**config.mk**
```make
export PLATFORM = sky130hd
export DESIGN_NAME = cascaded_counter_bank
export DESIGN_NICKNAME = d
export VERILOG_FILES = /design/src/rtl/cascaded_counter_bank.sv
export SDC_FILE = /design/constraint.sdc
export NUM_CORES = 1
export LEC_CHECK = 0
export CAP_MARGIN = 20
export CELL_PAD_IN_SITES_DETAIL_PLACEMENT = 0
export CELL_PAD_IN_SITES_GLOBAL_PLACEMENT = 1
export CORE_AREA = 2 2 80 82
export DETAILED_ROUTE_END_ITERATION = 8
export DIE_AREA = 0 0 82 84
export PLACE_DENSITY_LB_ADDON = 0.3
export SLEW_MARGIN = 10
export SYNTH_ARGS = -nofsm -noshare
export SYNTH_HDL_FRONTEND = slang
export SYNTH_SLANG_ARGS = --single-unit
```
**constraint.sdc**
```tcl
create_clock -name iClk -period 2 [get_ports iClk]
set_input_delay 0.3 -clock iClk [delete_from_list [all_inputs] [get_ports iClk]]
set_output_delay 0.3 -clock iClk [all_outputs]
set_load 0.05 [all_outputs]
```
**src/rtl/cascaded_counter_bank.sv**
```systemverilog
// cascaded_counter_bank
//   A chain of NUM_STAGES modulo-MODULUS counters, each STAGE_WIDTH bits wide,
//   with single-cycle carry/borrow propagation across the whole chain.
//   The default configuration is a 4-digit BCD counter.
//   Features: up/down count, synchronous clear, parallel load, combinational
//   terminal flag and a registered one-cycle wrap pulse.
//
// Optional feature macro: COUNTER_BANK_SNAPSHOT_EN
//   When defined, adds iSnap / oSnapshot.
//   On an edge with iSnap high, the pre-update oCount is captured.
//
// Ports
//   iClk         rising-edge clock
//   iRst         asynchronous reset, active-high (stages and oWrap -> 0)
//   iEnable      count enable, one step per clock
//   iDir         1 = up, 0 = down
//   iClear       synchronous clear (highest priority)
//   iLoad        synchronous parallel load from iLoad_Value
//   iLoad_Value  load data, stage k at [k*STAGE_WIDTH +: STAGE_WIDTH]
//   iSnap        (optional) capture current oCount into oSnapshot
//   oCount       stage values, stage 0 least significant
//   oSnapshot    (optional) snapshot register
//   oTerminal    high when the next enabled step wraps the whole chain
//   oWrap        one-cycle pulse in the cycle after a full-chain wrap

module cascaded_counter_bank #(
  parameter int unsigned NUM_STAGES  = 4,
  parameter int unsigned STAGE_WIDTH = 4,
  parameter int unsigned MODULUS     = 10
) (
  input  logic                              iClk,
  input  logic                              iRst,
  input  logic                              iEnable,
  input  logic                              iDir,
  input  logic                              iClear,
  input  logic                              iLoad,
  input  logic [NUM_STAGES*STAGE_WIDTH-1:0] iLoad_Value,
`ifdef COUNTER_BANK_SNAPSHOT_EN
  input  logic                              iSnap,
  output logic [NUM_STAGES*STAGE_WIDTH-1:0] oSnapshot,
`endif
  output logic [NUM_STAGES*STAGE_WIDTH-1:0] oCount,
  output logic                              oTerminal,
  output logic                              oWrap
);

  // Stage arithmetic is carried one bit wider than a stage so that
  // MODULUS = 2**STAGE_WIDTH (pure binary) neither overflows nor truncates.
  localparam logic [STAGE_WIDTH:0] MOD_W   = (STAGE_WIDTH+1)'(MODULUS);
  localparam logic [STAGE_WIDTH:0] MAX_W   = (STAGE_WIDTH+1)'(MODULUS - 1);
  localparam logic [STAGE_WIDTH:0] ONE_W   = (STAGE_WIDTH+1)'(1);
  localparam logic [STAGE_WIDTH-1:0] MAX_S = MAX_W[STAGE_WIDTH-1:0];

  logic [NUM_STAGES-1:0][STAGE_WIDTH-1:0] count_q;
  logic [NUM_STAGES-1:0][STAGE_WIDTH-1:0] count_nxt;
  logic [NUM_STAGES-1:0][STAGE_WIDTH-1:0] load_slices;
  logic [NUM_STAGES-1:0][STAGE_WIDTH-1:0] load_fixed;
  logic [NUM_STAGES-1:0]                  at_max;
  logic [NUM_STAGES-1:0]                  at_min;
  logic [NUM_STAGES-1:0]                  step;
  logic                                   chain_wrap;
  logic                                   wrap_q;

  assign load_slices = iLoad_Value;

  // Per-stage boundary detection and load sanitising.
  always_comb begin
    at_max     = '0;
    at_min     = '0;
    load_fixed = '0;
    for (int unsigned k = 0; k < NUM_STAGES; k++) begin
      at_max[k] = ({1'b0, count_q[k]} == MAX_W);
      at_min[k] = (count_q[k] == '0);
      // An out-of-range slice loads as 0 for that stage only.
      if ({1'b0, load_slices[k]} >= MOD_W) begin
        load_fixed[k] = '0;
      end else begin
        load_fixed[k] = load_slices[k];
      end
    end
  end

  // Carry/borrow ripple resolved combinationally: stage k steps when the
  // enable has survived every lower stage sitting at its boundary value.
  // Whatever survives past the top stage means the whole chain wraps.
  always_comb begin
    logic                   carry;
    logic [STAGE_WIDTH:0]   sum;
    step       = '0;
    count_nxt  = count_q;
    carry      = iEnable;
    sum        = '0;
    for (int unsigned k = 0; k < NUM_STAGES; k++) begin
      step[k] = carry;
      if (iDir) begin
        carry = carry & at_max[k];
      end else begin
        carry = carry & at_min[k];
      end
    end
    chain_wrap = carry;

    for (int unsigned k = 0; k < NUM_STAGES; k++) begin
      if (step[k]) begin
        if (iDir) begin
          sum = {1'b0, count_q[k]} + ONE_W;
          if (sum >= MOD_W) begin
            count_nxt[k] = '0;
          end else begin
            count_nxt[k] = sum[STAGE_WIDTH-1:0];
          end
        end else begin
          if (at_min[k]) begin
            count_nxt[k] = MAX_S;
          end else begin
            count_nxt[k] = count_q[k] - STAGE_WIDTH'(1);
          end
        end
      end
    end
  end

  assign oTerminal = chain_wrap & ~iClear & ~iLoad;

  always_ff @(posedge iClk or posedge iRst) begin
    if (iRst) begin
      count_q <= '0;
      wrap_q  <= 1'b0;
    end else begin
      if (iClear) begin
        count_q <= '0;
      end else if (iLoad) begin
        count_q <= load_fixed;
      end else begin
        count_q <= count_nxt;
      end
      // oTerminal is already masked by clear/load, so this also clears the
      // pulse on those edges and when the enable drops.
      wrap_q <= oTerminal;
    end
  end

`ifdef COUNTER_BANK_SNAPSHOT_EN
  logic [NUM_STAGES-1:0][STAGE_WIDTH-1:0] snap_q;

  // Captures the pre-update value, so a snap coinciding with clear/load
  // sees the old count. Not affected by iClear.
  always_ff @(posedge iClk or posedge iRst) begin
    if (iRst) begin
      snap_q <= '0;
    end else if (iSnap) begin
      snap_q <= count_q;
    end
  end

  assign oSnapshot = snap_q;
`endif

  assign oCount = count_q;
  assign oWrap  = wrap_q;

endmodule

```
==> impl_metrics.prom, run 1 <==
# TYPE chip_impl_metric gauge
chip_impl_metric{name="cp.required",unit="ns"} 1.70
chip_impl_metric{name="wire_length_of_the_first_global_routing_pass",unit="microns"} 9960
chip_impl_info{name="worst_setup_path_start_kind",value="flop"} 1
chip_impl_metric{name="postLayoutSetupSlackWorst",unit="ns"} -0.225
chip_impl_metric{name="numPlacedInstances",unit=""} 402
chip_impl_metric{name="avgSynthCellArea",unit="sq um"} 7.79
chip_impl_metric{name="timing.critical_path.arrival",unit="ns"} 1.93
chip_impl_metric{name="holdBufCountCts",unit=""} 0
chip_impl_info{name="cts_tree",value="built"} 1
chip_impl_metric{name="multiInputGateArea",unit="sq um"} 1470
chip_impl_metric{name="drt_first_iter_violations",unit=""} 74
chip_impl_metric{name="routedWlPerCell",unit="microns"} 15.0
chip_impl_metric{name="grt_antenna_before_repair",unit=""} 0
chip_impl_metric{name="final_max_slew_viol_count",unit=""} 0
chip_impl_info{name="violations",value="negative setup slack"} 1
chip_impl_info{name="critPathKind",value="flop to primary output"} 1
chip_impl_info{name="regToRegEndpoint",value="oCount[15]"} 1
chip_impl_metric{name="die_h",unit="microns"} 84
chip_impl_metric{name="grt_usage",unit=""} 0.181
chip_impl_metric{name="synthesis.yosys.warnings",unit=""} 0
chip_impl_info{name="ys.flop_type",value="sky130_fd_sc_hd__dfrtp_1"} 1
chip_impl_metric{name="route.detailed.drc",unit=""} 0
chip_impl_metric{name="achievable-frequency",unit="MHz"} 449
chip_impl_info{name="run_status",value="finished with violations"} 1
chip_impl_info{name="rsz0062_at_grt",value="true"} 1
chip_impl_metric{name="timing.slew.headroom",unit=""} 0.668
chip_impl_metric{name="totalWireLength",unit="microns"} 6100
chip_impl_metric{name="design_power_total",unit="mW"} 1.22
chip_impl_info{name="hold_crit_class",value="primary input to async pin"} 1
chip_impl_metric{name="post-cts-setup-buffer-count",unit=""} 0
chip_impl_metric{name="die_w",unit="microns"} 82
chip_impl_metric{name="power_density",unit="nW/um^2"} 426
chip_impl_metric{name="worst_hold_slack",unit="ns"} 0.363
chip_impl_metric{name="mappedNetlistNets",unit=""} 291
chip_impl_metric{name="route.antenna.remaining_nets",unit=""} 0
chip_impl_metric{name="layout.filler_cells",unit=""} 607
chip_impl_metric{name="rows",unit=""} 29
chip_impl_metric{name="synth_async_sr_flop_share",unit=""} 1.00
chip_impl_metric{name="vias_per_cell",unit=""} 5.51
chip_impl_metric{name="vias",unit=""} 2236
chip_impl_info{name="regToRegStartpoint",value="oCount[1]"} 1
chip_impl_metric{name="clockBufferDepth",unit=""} 2
chip_impl_metric{name="leakage",unit="nW"} 1.18
chip_impl_metric{name="timing_worst_slew_pin_value",unit="ns"} 0.497
chip_impl_metric{name="drv.max_cap_violation_count",unit=""} 0
chip_impl_metric{name="synth_cells",unit=""} 257
chip_impl_metric{name="finalClockSkew",unit="ns"} 0.00444
chip_impl_metric{name="place.gp.congestion",unit=""} 0.897
chip_impl_metric{name="place.detailed.hpwl",unit="microns"} 4660
chip_impl_metric{name="synth-edff-count",unit=""} 0
chip_impl_metric{name="ys_ff_latch",unit=""} 17
chip_impl_metric{name="placed_area",unit="sq um"} 2780
chip_impl_metric{name="maximum_fanout_along_the_worst_path",unit=""} 2
chip_impl_metric{name="finalNetCount",unit=""} 364
chip_impl_metric{name="worst_setup_hold_path_clk_slew",unit="ns"} 0.08
chip_impl_metric{name="die_area",unit="sq um"} 6890
chip_impl_metric{name="finalSetupTns",unit="ns"} -0.225
chip_impl_metric{name="num_io_pins",unit=""} 40
chip_impl_metric{name="register_area",unit="sq um"} 435
chip_impl_info{name="most-common-layout-cells",value="55 x sky130_fd_sc_hd__buf_4, 29 x sky130_fd_sc_hd__clkdlybuf4s50_1, 21 x sky130_fd_sc_hd__nor2_1"} 1
chip_impl_metric{name="vdd_ir_drop_max",unit="uV"} 232
chip_impl_metric{name="clk_latency",unit="ns"} 0.26
chip_impl_metric{name="synthesis.area",unit="sq um"} 2000
chip_impl_metric{name="antennaDiodeCount",unit=""} 0
chip_impl_metric{name="drt_first_pass_iters",unit=""} 4
chip_impl_metric{name="yosys.cell_types.count",unit=""} 60
chip_impl_metric{name="fin_cells",unit=""} 406
chip_impl_info{name="cts-root-buf",value="sky130_fd_sc_hd__clkbuf_8"} 1
chip_impl_metric{name="setup_slack_reg_to_reg",unit="ns"} 0.08
chip_impl_metric{name="grt_pass1_vias",unit=""} 2080
chip_impl_metric{name="layout_worst_path_cycle_share",unit=""} 1.11
chip_impl_metric{name="placeableCoreArea",unit="sq um"} 6100
chip_impl_metric{name="gr-total-overflow",unit=""} 0
chip_impl_info{name="critical_path.endpoint_type",value="primary output"} 1
chip_impl_metric{name="clock_sinks",unit=""} 17
chip_impl_metric{name="setup-violations-final",unit=""} 1
chip_impl_metric{name="ys_seq_area_frac",unit=""} 0.212
chip_impl_metric{name="r2r.worst_path.cells",unit=""} 9
chip_impl_metric{name="grt_start_max_net_pins",unit=""} 21
chip_impl_metric{name="layout_cells_sized_above_1",unit=""} 0.261
chip_impl_metric{name="syn2layout_area_growth",unit="%"} 42.8
chip_impl_metric{name="cts_inserted_buffers",unit=""} 3
chip_impl_metric{name="postLayoutCellArea",unit="sq um"} 2860
chip_impl_info{name="layout.cells.most_common",value="sky130_fd_sc_hd__buf_4"} 1
chip_impl_metric{name="min_cycle_time_layout",unit="ns"} 2.23
chip_impl_metric{name="floorplan.initialDensity",unit=""} 0.329
chip_impl_metric{name="finalHoldViolations",unit=""} 0
chip_impl_metric{name="cts_max_level",unit=""} 1
chip_impl_metric{name="io_buffers",unit=""} 39
==> registers in the layout (all words and copies together), names as in the netlist <==
name	flops
oCount	16
oWrap	1
==> cell families (layout without fill, tap and decap cells) <==
group | count (synthesis) | after routing | share of synthesized area
flip-flops | 17 | 17 | 0.212
multiplexers | 3 | 3 | 0.0150
adder cells (fa/ha/maj) | 12 | 12 | 0.0750
AND/OR/NAND/NOR | 100 | 100 | 0.275
AO/OA/AOI/OAI | 84 | 84 | 0.310
buffers and inverters | 37 | 109 | 0.0949
XOR/XNOR | 4 | 4 | 0.0175
==> worst max-delay path by stage <==
stage	startpoint	endpoint	depth (start not counted)
3_3_place_gp	iDir	oTerminal	6
4_1_cts	oCount[1]	oTerminal	7
6_report	oCount[1]	oTerminal	7
5_1_grt	oCount[1]	oTerminal	7
3_5_place_dp	iDir	oTerminal	7
2_1_floorplan	oCount[1]	oTerminal	6
==> per-stage QoR <==
stage / utilization / worst slack [ns]
finish: 0.469 / -0.225
global route: 0.469 / -0.306
CTS: 0.463 / -0.257
detailed placement: 0.455 / -0.384
global placement: 0.455 / -0.338
floorplan: - / -0.552
==> worst max-delay path: stages, from the launching register on <==
cell and delay, ns:
sky130_fd_sc_hd__dfrtp_2 0.43, sky130_fd_sc_hd__inv_4 0.07, sky130_fd_sc_hd__ha_4 0.13, sky130_fd_sc_hd__or3b_4 0.39, sky130_fd_sc_hd__a21oi_4 0.14, sky130_fd_sc_hd__nand3_2 0.09
sky130_fd_sc_hd__nor4_4 0.23, sky130_fd_sc_hd__buf_12 0.18
==> Yosys cell counts (4+ instances only) <==
| cell type | n | area share |
|---|---|---|
| sky130_fd_sc_hd__a211oi_1 | 5 | 0.019 |
| sky130_fd_sc_hd__a21oi_1 | 9 | 0.022 |
| sky130_fd_sc_hd__a31oi_1 | 8 | 0.025 |
| sky130_fd_sc_hd__buf_2 | 7 | 0.017 |
| sky130_fd_sc_hd__clkbuf_1 | 4 | 0.0075 |
| sky130_fd_sc_hd__dfrtp_1 | 17 | 0.21 |
| sky130_fd_sc_hd__ha_1 | 12 | 0.075 |
| sky130_fd_sc_hd__inv_1 | 18 | 0.034 |
| sky130_fd_sc_hd__nand2_1 | 17 | 0.032 |
| sky130_fd_sc_hd__nand2b_1 | 4 | 0.012 |
| sky130_fd_sc_hd__nand3_1 | 13 | 0.032 |
| sky130_fd_sc_hd__nand4_1 | 4 | 0.012 |
| sky130_fd_sc_hd__nor2_1 | 21 | 0.039 |
| sky130_fd_sc_hd__nor2b_1 | 6 | 0.019 |
| sky130_fd_sc_hd__nor3_1 | 5 | 0.012 |
| sky130_fd_sc_hd__nor3b_1 | 7 | 0.026 |
| sky130_fd_sc_hd__nor4_1 | 4 | 0.012 |
| sky130_fd_sc_hd__o211ai_1 | 7 | 0.026 |
| sky130_fd_sc_hd__o21ai_0 | 14 | 0.035 |
| sky130_fd_sc_hd__o21ai_1 | 4 | 0.010 |
| sky130_fd_sc_hd__xnor2_1 | 4 | 0.017 |
==> cell type report <==
| type | instances | share of cell area |
|---|---|---|
| Timing Repair Buffer | 87 | 0.260 |
| Multi-Input combinational cell | 203 | 0.514 |
| Inverter | 18 | 0.0245 |
| Sequential cell | 17 | 0.152 |
| Clock buffer | 4 | 0.0157 |
| Tap cell | 77 | 0.0337 |
==> routing by layer <==
metal / part of all wire / GRT usage / up-vias / routed length (microns)
li1: - / - / 1107 / -
met1: 0.46 / 0.248 / 1073 / 2820
met2: 0.49 / 0.298 / 49 / 2970
met3: 0.038 / 0.0227 / 7 / 233
met4: 0.012 / 0.0455 / 0 / 73
met5: 0 / 0 / - / 0
==> power breakdown <==
group	internal, mW	switching, mW	leakage [nW]
combinational	0.250	0.307	0.941
clock	0.142	0.138	0.0228
sequential	0.362	0.0183	0.218
==> repair_timing <==
item | CTS | global route
gates resized for setup | 2 | 5
pin swaps | 1 | 5
cloned | 0 | 0
endpoints found under the setup margin | 1 | 8
Power figures use the tool's default switching activity.
==> run 2, diff against run 1 <==
--- a/config.mk
+++ b/config.mk
@@ -12,6 +12,7 @@
 export DETAILED_ROUTE_END_ITERATION = 8
 export DIE_AREA = 0 0 82 84
 export PLACE_DENSITY_LB_ADDON = 0.3
+export REMOVE_ABC_BUFFERS = 1
 export SLEW_MARGIN = 10
 export SYNTH_ARGS = -nofsm -noshare
 export SYNTH_HDL_FRONTEND = slang
==> run 2 against run 1 <==
- register-to-register slack about the same
- largest power group unchanged
- total power down 1.2%
- maximum frequency down 0.70%
- via count unchanged
- cell area down 1.7%
- non-clock buffer count up 1
- the run still ends with negative setup slack left
- highest routed layer unchanged
==> impl_metrics.prom, run 2 (synthesized netlist as in run 1, its figures left out) <==
# TYPE chip_impl_metric gauge
chip_impl_info{name="run_status",value="finished with violations"} 1
chip_impl_info{name="violations",value="negative setup slack"} 1
chip_impl_metric{name="grtUsageMet1",unit=""} 0.275
chip_impl_info{name="critical_path.endpoint_type",value="primary output"} 1
chip_impl_metric{name="wire_length_of_the_first_global_routing_pass",unit="microns"} 10200
chip_impl_metric{name="final_max_slew_viol_count",unit=""} 0
chip_impl_metric{name="worst_hold_slack",unit="ns"} 0.359
chip_impl_metric{name="postLayoutSetupSlackWorst",unit="ns"} -0.241
chip_impl_metric{name="route.detailed.drc",unit=""} 0
chip_impl_metric{name="clockBufferDepth",unit=""} 2
chip_impl_metric{name="timing.slew.headroom",unit=""} 0.670
chip_impl_metric{name="cts_inserted_buffers",unit=""} 3
chip_impl_metric{name="met2_usage",unit=""} 0.285
chip_impl_metric{name="route.antenna.remaining_nets",unit=""} 0
chip_impl_metric{name="finalClockSkew",unit="ns"} 0.0118
chip_impl_metric{name="fin_cells",unit=""} 407
chip_impl_metric{name="combPwrFrac",unit=""} 0.454
chip_impl_metric{name="rows",unit=""} 29
chip_impl_info{name="cts-root-buf",value="sky130_fd_sc_hd__clkbuf_8"} 1
chip_impl_metric{name="drt_first_pass_iters",unit=""} 4
chip_impl_metric{name="largest_reg_flops",unit=""} 16
chip_impl_metric{name="grt_start_max_net_pins",unit=""} 19
chip_impl_metric{name="power_density",unit="nW/um^2"} 428
chip_impl_metric{name="routedWlPerCell",unit="microns"} 15.2
chip_impl_metric{name="timing.critical_path.arrival",unit="ns"} 1.94
chip_impl_metric{name="layout_cells_sized_above_1",unit=""} 0.242
chip_impl_metric{name="io_buffers",unit=""} 39
chip_impl_metric{name="placed_area",unit="sq um"} 2720
chip_impl_metric{name="finalHoldViolations",unit=""} 0
chip_impl_metric{name="finalCoreUtilization",unit=""} 0.461
chip_impl_info{name="hold_crit_class",value="primary input to async pin"} 1
chip_impl_info{name="rsz0062_at_grt",value="true"} 1
chip_impl_metric{name="clk_latency",unit="ns"} 0.26
chip_impl_metric{name="cell_internal_pwr",unit="mW"} 0.742
chip_impl_info{name="layout.cells.most_common",value="sky130_fd_sc_hd__buf_4"} 1
chip_impl_metric{name="die_h",unit="microns"} 84
chip_impl_metric{name="postLayoutCellArea",unit="sq um"} 2810
chip_impl_metric{name="grt_use_met3",unit=""} 0.0130
chip_impl_metric{name="num_io_pins",unit=""} 40
chip_impl_metric{name="setup-violations-final",unit=""} 1
chip_impl_info{name="slowest_stage",value="sky130_fd_sc_hd__dfrtp_1"} 1
chip_impl_metric{name="drv.max_cap_violation_count",unit=""} 0
chip_impl_metric{name="cp.required",unit="ns"} 1.70
chip_impl_info{name="path_cells",value="inv_2 > ha_4 > or3b_4 > a21oi_4 > nand3_2 > nor4_4 > buf_4 > buf_12"} 1
chip_impl_info{name="grt_most_used_layer",value="met2"} 1
chip_impl_metric{name="die_w",unit="microns"} 82
chip_impl_metric{name="maximum_fanout_along_the_worst_path",unit=""} 2
chip_impl_metric{name="worst_setup_hold_path_clk_slew",unit="ns"} 0.08
chip_impl_metric{name="antennaDiodeCount",unit=""} 0
chip_impl_metric{name="placeableCoreArea",unit="sq um"} 6100
chip_impl_metric{name="place.detailed.hpwl",unit="microns"} 4660
chip_impl_metric{name="p_switching",unit="mW"} 0.461
chip_impl_info{name="worst_setup_path_startpoint",value="oCount[0]"} 1
chip_impl_metric{name="leakage",unit="nW"} 1.19
chip_impl_metric{name="grt_usage",unit=""} 0.185
chip_impl_metric{name="gr-total-overflow",unit=""} 0
chip_impl_metric{name="sw_frac_of_total",unit=""} 0.383
chip_impl_info{name="most-common-layout-cells",value="60 x sky130_fd_sc_hd__buf_4, 25 x sky130_fd_sc_hd__clkdlybuf4s50_1, 21 x sky130_fd_sc_hd__nor2_1"} 1
chip_impl_metric{name="vdd_ir_drop_max",unit="uV"} 226
chip_impl_metric{name="syn2layout_area_growth",unit="%"} 40.3
chip_impl_metric{name="achievable-frequency",unit="MHz"} 446
chip_impl_metric{name="grt_antenna_before_repair",unit=""} 0
chip_impl_metric{name="die_area",unit="sq um"} 6890
chip_impl_metric{name="clock_sinks",unit=""} 17
chip_impl_metric{name="vias_per_cell",unit=""} 5.49
chip_impl_metric{name="totalWireLength",unit="microns"} 6190
chip_impl_info{name="worst_setup_path_start_kind",value="flop"} 1
chip_impl_metric{name="place.gp.congestion",unit=""} 0.892
chip_impl_metric{name="drt_first_iter_violations",unit=""} 128
chip_impl_metric{name="layout_worst_path_cycle_share",unit=""} 1.12
chip_impl_metric{name="finalNetCount",unit=""} 365
chip_impl_metric{name="min_cycle_time_layout",unit="ns"} 2.24
chip_impl_metric{name="clock_power_share",unit=""} 0.230
chip_impl_info{name="regToRegStartpoint",value="oCount[0]"} 1
chip_impl_info{name="critPathKind",value="flop to primary output"} 1
chip_impl_metric{name="floorplan.initialDensity",unit=""} 0.329
chip_impl_metric{name="timing_worst_slew_pin_value",unit="ns"} 0.494
chip_impl_metric{name="grt_pass1_vias",unit=""} 2076
chip_impl_metric{name="worst_path_largest_cell_delay",unit="ns"} 0.39
chip_impl_metric{name="vias",unit=""} 2236
chip_impl_metric{name="cts_max_level",unit=""} 1
chip_impl_metric{name="seqPwrFrac",unit=""} 0.316
chip_impl_info{name="cts_tree",value="built"} 1
chip_impl_metric{name="numPlacedInstances",unit=""} 403
==> run 2: worst paths after layout <==
path                        endpoint  slack (ns)  cells past startpoint
min                            oWrap        0.36                      3
max                        oTerminal       -0.24                      8
min reg2reg                oCount[4]        0.65                      2
max in group asynchronous  oCount[3]        1.42                      3
max reg2reg                oCount[5]        0.08                      8
min in group iClk          oCount[0]        0.58                      3
==> run 2: power by group through the flow <==
| stage | sequential (mW) | clock (mW) | combinational (mW) |
|---|---|---|---|
| CTS | 0.380 | 0.284 | 0.539 |
| global route | 0.383 | 0.307 | 0.594 |
| finish | 0.380 | 0.276 | 0.546 |
| detailed placement | 0.386 | 0 | 0.527 |
| floorplan | 0.465 | 0 | 0.204 |
| global placement | 0.385 | 0 | 0.529 |
==> run 2: cell type report <==
type | instances | area (sq um)
clock buffers | 3 | 41.3
fillers | 618 | 3290
multi-input cells | 203 | 1430
clock inverters | 1 | 5.00
repair buffers | 88 | 741
well taps | 77 | 96.3
inverters | 18 | 67.6
flip-flops and latches | 17 | 425
==> run 2: through the flow <==
stage	setup TNS (ns)	total power [mW]	setup slack (ns)
after floorplan	-4.57	0.669	-1.67
after global placement	-2.03	0.914	-0.349
after detailed placement	-2.35	0.912	-0.376
after CTS	-0.219	1.20	-0.219
after global routing	-0.407	1.28	-0.342
final	-0.241	1.20	-0.241
==> run 2: metal layers <==
metal | wire length [microns] | vias to the layer above | share of wire
met5 | 0 | - | 0
met1 | 2960 | 1059 | 0.48
met3 | 229 | 11 | 0.037
li1 | - | 1105 | -
met2 | 2900 | 61 | 0.47
met4 | 93 | 0 | 0.015
==> run 2: timing repair <==
action / in CTS / in global routing
setup buffers: 1 / 1
gates resized for setup: 8 / 3
endpoints found under the hold margin: 0 / 0
hold buffers: 0 / 0
endpoints found under the setup margin: 4 / 8
pin swaps: 3 / 4
==> run 2: worst max-delay path, delay by kind of cell, from the launching register on <==
family | cells | cell delay (ns)
flip-flops | 1 | 0.39
AND/OR/NAND/NOR | 3 | 0.64
buffers and inverters | 3 | 0.37
AO/OA/AOI/OAI | 1 | 0.14
adder cells (fa/ha/maj) | 1 | 0.13
==> run 3, diff against run 2 <==
--- a/config.mk
+++ b/config.mk
@@ -13,7 +13,7 @@
 export DIE_AREA = 0 0 82 84
 export PLACE_DENSITY_LB_ADDON = 0.3
 export REMOVE_ABC_BUFFERS = 1
-export SLEW_MARGIN = 10
+export SLEW_MARGIN = 25
 export SYNTH_ARGS = -nofsm -noshare
 export SYNTH_HDL_FRONTEND = slang
 export SYNTH_SLANG_ARGS = --single-unit
==> results of run 3 <==
The final DEF is identical to that of run 2; final timing and power are the same.
